`config.mk`:
```
export PLATFORM = sky130hd
export DESIGN_NAME = tick_gen
export DESIGN_NICKNAME = d
export VERILOG_FILES = /design/src/rtl/tl_pkg.sv /design/src/rtl/tick_div_core.sv /design/src/rtl/tick_gen.sv
export SDC_FILE = /design/constraint.sdc
export NUM_CORES = 1
export LEC_CHECK = 0
export BUFFER_PORTS_ARGS = -buffer_cell sky130_fd_sc_hd__buf_2
export CORE_ASPECT_RATIO = 1.5
export CORE_MARGIN = 5
export CORE_UTILIZATION = 55
export CTS_BUF_LIST = sky130_fd_sc_hd__clkbuf_16
export DETAILED_ROUTE_END_ITERATION = 10
export GPL_TIMING_DRIVEN = 0
export PLACE_DENSITY = 0.77
export SLEW_MARGIN = 20
export SYNTH_ARGS = -nofsm -noshare
export SYNTH_HDL_FRONTEND = slang
export SYNTH_SLANG_ARGS = --single-unit
```
`constraint.sdc`:
```
create_clock -name clk -period 4.3 [get_ports clk]
set_clock_uncertainty 0.1 [all_clocks]
set_input_delay 0.215 -clock clk [delete_from_list [all_inputs] [get_ports clk]]
set_output_delay 0.215 -clock clk [all_outputs]
set_load 0.01 [all_outputs]
```
`src/rtl/tl_pkg.sv`:
```
// Shared constants for the traffic_light tick generator.
package tl_pkg;

    localparam int unsigned TL_DIV_DEFAULT = 100;
    localparam int unsigned TL_CNT_W       = 16;
    localparam int unsigned TL_SEC_W       = 8;
    localparam int unsigned TL_DIV_MIN     = 2;

endpackage

```
`src/rtl/tick_div_core.sv`:
```
// Prescale counter: counts enabled cycles and flags the last cycle of each period.
module tick_div_core
    import tl_pkg::*;
#(
    parameter int unsigned CNT_W = TL_CNT_W
) (
    input  logic             clk,
    input  logic             rst,
    input  logic             en,
    input  logic [CNT_W-1:0] div_cur,
    output logic             wrap
);

    localparam logic [CNT_W-1:0] ONE = CNT_W'(1);

    logic [CNT_W-1:0] cnt;

    // div_cur only changes on a wrap edge, so cnt never exceeds div_cur-1
    assign wrap = en && (cnt == div_cur - ONE);

    always_ff @(posedge clk or negedge rst) begin
        if (!rst) begin
            cnt <= '0;
        end else if (en) begin
            if (wrap) cnt <= '0;
            else      cnt <= cnt + ONE;
        end
    end

endmodule

```
`src/rtl/tick_gen.sv`:
```
// Programmable tick strobe generator with boundary-aligned divisor reload.
module tick_gen
    import tl_pkg::*;
#(
    parameter int unsigned DIV_DEFAULT = TL_DIV_DEFAULT,
    parameter int unsigned CNT_W       = TL_CNT_W,
    parameter int unsigned SEC_W       = TL_SEC_W
) (
    input  logic             clk,
    input  logic             rst,
    input  logic             en,
    input  logic             div_load,
    input  logic [CNT_W-1:0] div_val,
    output logic             tick,
    output logic [CNT_W-1:0] div_cur,
    output logic             div_busy,
    output logic             div_err,
    output logic [SEC_W-1:0] sec_cnt
);

    localparam logic [CNT_W-1:0] DIV_RST = CNT_W'(DIV_DEFAULT);
    localparam logic [CNT_W-1:0] DIV_MIN = CNT_W'(TL_DIV_MIN);
    localparam logic [SEC_W-1:0] SEC_ONE = SEC_W'(1);

    logic             wrap;
    logic             load_ok;
    logic [CNT_W-1:0] div_pend;

    assign load_ok = div_load && (div_val >= DIV_MIN);

    tick_div_core #(
        .CNT_W (CNT_W)
    ) u_core (
        .clk     (clk),
        .rst     (rst),
        .en      (en),
        .div_cur (div_cur),
        .wrap    (wrap)
    );

    always_ff @(posedge clk or negedge rst) begin
        if (!rst) begin
            tick     <= 1'b0;
            div_cur  <= DIV_RST;
            div_pend <= '0;
            div_busy <= 1'b0;
            div_err  <= 1'b0;
            sec_cnt  <= '0;
        end else begin
            tick    <= wrap;
            div_err <= div_load && !load_ok;
            if (wrap) sec_cnt <= sec_cnt + SEC_ONE;

            // A valid load landing on the wrap edge bypasses div_pend entirely
            if (wrap) begin
                div_busy <= 1'b0;
                if (load_ok)       div_cur <= div_val;
                else if (div_busy) div_cur <= div_pend;
            end else if (load_ok) begin
                div_pend <= div_val;
                div_busy <= 1'b1;
            end
        end
    end

endmodule
```
After elaboration in Yosys (flattened, before gate mapping)
Index checks and enable logic that the tools add are counted.
{"block": "op_classes", "addsub": 3, "order_cmp": 1, "eq_ne": 1, "n_reduce_logical": 8, "n_mux": 5, "bitwise_logic": 1}
{"op": "$mux W16", "count": 3}
{"op": "$add A16 B1 Y16 const B", "count": 1}
{"op": "$eq A16 B16 Y1", "count": 1}
{"op": "$ge A16 B2 Y1 const B", "count": 1}
{"op": "$sub A16 B1 Y16 const B", "count": 1}
{"op": "$add A8 B1 Y8 const B", "count": 1}
{"op": "$reduce_and A2 Y1", "count": 2}
{"op": "$reduce_bool A2 Y1", "count": 2}
{"op": "$logic_and A1 B1 Y1", "count": 3}
{"op": "$mux W1", "count": 2}
{"op": "$logic_not A1 Y1", "count": 1}
{"op": "$not A1 Y1", "count": 1}
{"block": "word_totals", "wordCells": 26, "ff_bits": 59, "out_inout_bits": 27, "input_bits": 20}

Logic depth before layout (Yosys ltp)
{"block": "depth", "word_depth": 5, "ltp_mapped": 11, "ltp_nobuf": 9}

By module
From an unflattened synthesis, not the netlist that was laid out.
{"block": "unflattened", "cells_unflattened": 330, "hier_area_um2": 3532.1}
{"mod": "tick_gen", "seq_area_each_um2": 1079.8, "cells_per_inst": 147, "area_per_inst_um2": 1991.9, "n_inst": 1}
{"mod": "tick_div_core", "seq_area_each_um2": 400.4, "cells_per_inst": 183, "area_per_inst_um2": 1540.2, "n_inst": 1}

Least setup slack after synthesis
OpenSTA, ideal clock, no wires.
{"block": "synth_path", "path_type": "register -> register", "start": "register div_cur[3]", "end": "register sec_cnt[1]", "t_required_ns": 4.075, "path_stages_with_launch": 10, "slack_ns": 0.745, "setup_ns": 0.125, "t_arrival_ns": 3.330, "n_path_buf": 2, "synth_period_minus_slack_ns": 3.555, "cell_sequence": "dfrtp_1 or4_1 buf_2 or4_1 a211o_1 a2111o_1 or4_4 or2_1 buf_6 mux2_4"}
{"block": "synth_via", "elab_chain_len": 3}
{"element": "start: declaration", "line": "tick_gen.sv:15", "rtl": "output logic [CNT_W-1:0] div_cur,"}
{"element": "start signal: assignment", "line": "tick_gen.sv:57", "rtl": "if (load_ok) div_cur <= div_val;"}
{"element": "start signal: assignment", "line": "tick_gen.sv:58", "rtl": "else if (div_busy) div_cur <= div_pend;"}
{"element": "$sub A16 B1 Y16", "line": "tick_div_core.sv:19", "rtl": "assign wrap = en && (cnt == div_cur - ONE);"}
{"element": "$eq A16 B16 Y1", "line": "tick_div_core.sv:19"}
{"element": "$logic_and A1 B1 Y1", "line": "tick_div_core.sv:19"}
{"element": "end signal: assignment", "line": "tick_gen.sv:52", "rtl": "if (wrap) sec_cnt <= sec_cnt + SEC_ONE;"}
{"element": "end: declaration", "line": "tick_gen.sv:18", "rtl": "output logic [SEC_W-1:0] sec_cnt"}
No other way between the ends.
A chain may end at the register's enable or synchronous reset.

Worst setup path after layout
{"block": "layout_path", "start": "register div_cur[3]", "end": "register div_pend[6]"}
{"block": "layout_via", "elab_chain_len": 5}
{"element": "$sub A16 B1 Y16", "line": "tick_div_core.sv:19"}
{"element": "$eq A16 B16 Y1", "line": "tick_div_core.sv:19"}
{"element": "$logic_and A1 B1 Y1", "line": "tick_div_core.sv:19"}
{"element": "$not A1 Y1 (no line)"}
{"element": "$reduce_and A2 Y1 (no line)"}
{"element": "end signal: assignment", "line": "tick_gen.sv:60", "rtl": "div_pend <= div_val;"}
{"element": "end: declaration", "line": "tick_gen.sv:27", "rtl": "logic [CNT_W-1:0] div_pend;"}
No other way between the ends.

==> impl_metrics.toml <==
[setup_path]
max_stage_delay_ns = 0.62
path_max_fanout = 10
path_common_cell = "buf_2"
crit_path_end_kind = "flip-flop"
crit_chain = "or4_1 > buf_2 > o41ai_1 > a21boi_0 > o211a_1 > nor2_1 > a21oi_1 > buf_2 > mux2_2"
startpoint_type = "flip-flop"
critical_path_buf_inv_count = 2
crit_family = "compound AO/OA/AOI/OAI gates"
cp_num_cells = 9
path_class = "flip-flop to flip-flop"
worstPathRequired_ns = 4.40
cp_slowest_cell = "a21oi_1"
cp.arrival_ns = 3.99
reg2reg_depth = 9

[routing]
drtIter0Drc = 175
detail-route-antenna-nets = 0
wl_met3_um = 283
detail_route.vias_per_cell = 5.858
met1_length_mm = 3.119
dr.pass1.iters = 5
highest_layer = "met4"
routed-via-count = 2724
met2_length_mm = 4.050
drt-total-wl_mm = 7.573
routedWlPerCell_um = 16.29
remaining_drc_errors = 0

[logic_synthesis]
ys_ff_latch = 59
synthAdderAreaFrac_pct = 1.153
yosysWarnings = 0
synth_cells = 330
synth_edf_count = 0
synth_compound_area_share_pct = 14.96
syn_area_mm2 = 0.003254
synth_flop_cell = "dfrtp_1"
ys_types = 51
synthMuxAreaShare_pct = 5.998
synth_top_family_by_area = "simple AND/OR/NAND/NOR gates"
async_flop_share_pct = 100.0
yosysSeqAreaShare_pct = 45.48
syn_area_per_cell_um2 = 9.862
yosys.area_share.simple_pct = 18.72
synth_nets = 353
synth_xor_area_share_pct = 9.689

[power]
power_mw = 2.177
power.density_mw_per_mm2 = 564.5
ir_drop_v = 0.0003435
p_leak_nw = 1.772

[grt]
grt_pass1_wl_mm = 12.70
gr-total-overflow = 0
grt_antenna_before_repair = 0
globalRouteTotalUtil_pct = 21.23
grt_pass1_vias = 2674
grt_max_degree = 60

[floorplanning]
initial_core_util_pct = 56.25
fp.dieArea_mm2 = 0.007587
io_pins = 47
std_cell_rows = 34
core_mm2 = 0.005786
fp.dieW_um = 72.81
die-height_um = 104.2

[sta]
finalSetupViolations = 0
final.setup.tns_ns = 0
timing_hold_violations_final = 0
period_needed_ns = 3.890
rsz0062_at_grt = "false"
finalCritPeriodShare_pct = 90.47
fmax_mhz = 257.1
whs_ns = 0.04824
max_slew_margin_pct = 46.53
max_slew.worst_pin.slew_ns = 0.7959
finalMaxSlewViolations = 0

[clock_tree]
cts.clk_slew.worst_paths_ns = 0.05
numCtsBuffers = 9
htree_levels = 3
cts_sinks = 59
cts_tree = "done"
clockRootBuffer = "clkbuf_16"
clk_latency_ns = 0.32
clockBufferDepth = 2

[finish]
antenna_cells = 0
fillers = 470
stdcell_count = 465
synthToLayoutAreaGrowth_pct = 18.49
drive_above_1_share_pct = 21.88
final_nets = 411

[placement]
dp_hpwl_mm = 5.554
numPlacedInstances = 448
gp_congestion = 0.8567
portBuffers = 46

[job]
maxCapViolations = 0

[min_path]
worstHoldPathCells = 3
min-delay-path-class = "input port to flip-flop"

[status]
status = "finished, final reports clean"
==> Yosys cell counts (4+ instances only) <==
library cell	n	area [um^2]
dfrtp_1	56	1401
nand2b_1	5	31.28
clkbuf_1	12	45.04
a2bb2oi_1	13	113.9
nor2b_1	4	25.02
o21ai_0	4	20.02
xor2_1	18	157.7
a21oi_1	8	40.04
nand4_1	11	68.82
nand3_1	12	60.06
inv_1	15	56.30
nor2_1	33	123.9
mux2_2	16	180.2
o211ai_1	4	30.03
xnor2_1	18	157.7
o22ai_1	19	118.9
nor3_1	12	60.06
nand2_1	11	41.29
nor4_1	8	50.05
==> state kept, by name, summed over array words and instances, names as in the netlist <==
| register | count |
|---|---|
| div_busy | 1 |
| div_cur | 16 |
| div_err | 1 |
| div_pend | 16 |
| sec_cnt | 8 |
| tick | 1 |
| u_core.cnt | 16 |
==> where the power goes <==
group	switching (mW)	internal, mW
registers	0.140	0.665
clock network	0.242	0.381
logic	0.418	0.331
total	0.800	1.38
==> worst min-delay path, delay by kind of cell <==
family / cells / cell delay [ns]
and+or+nand+nor: 1 / 0.03
buffers and inverters: 2 / 0.18
==> layout make-up <==
| class | count | area [um^2] | share of cell area (%) |
|---|---|---|---|
| Inverter | 15 | 56.30 | 1.460 |
| Sequential cell | 59 | 1480 | 38.38 |
| Tap cell | 72 | 90.09 | 2.336 |
| Timing Repair Buffer | 47 | 242.7 | 6.295 |
| Multi-Input combinational cell | 239 | 1650 | 42.80 |
| Clock buffer | 9 | 225.2 | 5.840 |
| Buffer | 17 | 73.82 | 1.914 |
| Clock inverter | 7 | 37.54 | 0.9734 |
==> what timing repair did <==
| action | 4_1_cts | 5_1_grt |
|---|---|---|
| hold buffers | 1 | 0 |
| endpoints found under the hold margin | 56 | 0 |
| resized for setup | 0 | 0 |
| setup buffers | 0 | 0 |
==> cell usage in the layout (no fill, tap or decap), drive strengths merged, types with 11 or more instances in the layout <==
master / Yosys / layout
dfrtp: 56 / 56
nand3: 12 / 12
xnor2: 18 / 18
buf: 5 / 51
xor2: 18 / 18
a2bb2oi: 13 / 13
mux2: 17 / 17
inv: 15 / 16
nand2: 11 / 11
nand4: 11 / 11
clkbuf: 12 / 21
o22ai: 19 / 19
nor3: 13 / 13
nor2: 33 / 33
==> metal layers <==
layer  global-route usage, %  vias up
met5                       0        -
met2                   35.92       62
met1                   26.12     1325
met4                   7.652        0
li1                        -     1326
met3                   4.449       11
==> cells by family (layout without fill, tap and decap cells) <==
family | count (synthesis) | count (layout)
AND/OR/NAND/NOR | 116 | 116
AO/OA/AOI/OAI | 67 | 67
flip-flops | 59 | 59
XOR/XNOR | 36 | 36
buffers and inverters | 32 | 95
multiplexers | 17 | 17
adder cells (fa/ha/maj) | 3 | 3
==> final timing paths <==
kind	end	from	slack, ns
setup / recovery	div_pend[6]$_DFFE_PN0P_	div_cur[3]$_DFFE_PN0P_	0.41
hold / removal	div_err$_DFF_PN0_	div_load	0.05
setup reg to reg	div_pend[6]$_DFFE_PN0P_	div_cur[3]$_DFFE_PN0P_	0.41
hold reg to reg	sec_cnt[7]$_DFFE_PN0P_	sec_cnt[7]$_DFFE_PN0P_	0.37
max in group asynchronous	u_core.cnt[10]$_DFFE_PN0P_	rst	3.21
min in group asynchronous	div_pend[10]$_DFFE_PN0P_	rst	0.39
==> through the flow <==
stage | util [%] | cell area, um^2 | setup WS (ns)
after global routing | 66.65 | 3856 | 0.1570
after detailed placement | 61.83 | 3577 | 0.3549
final | 66.65 | 3856 | 0.4100
after global placement | 61.79 | 3575 | 0.4204
after floorplan | - | 3254 | 0.7453
after CTS | 66.54 | 3850 | 0.3443
Power figures use the tool's default switching activity.
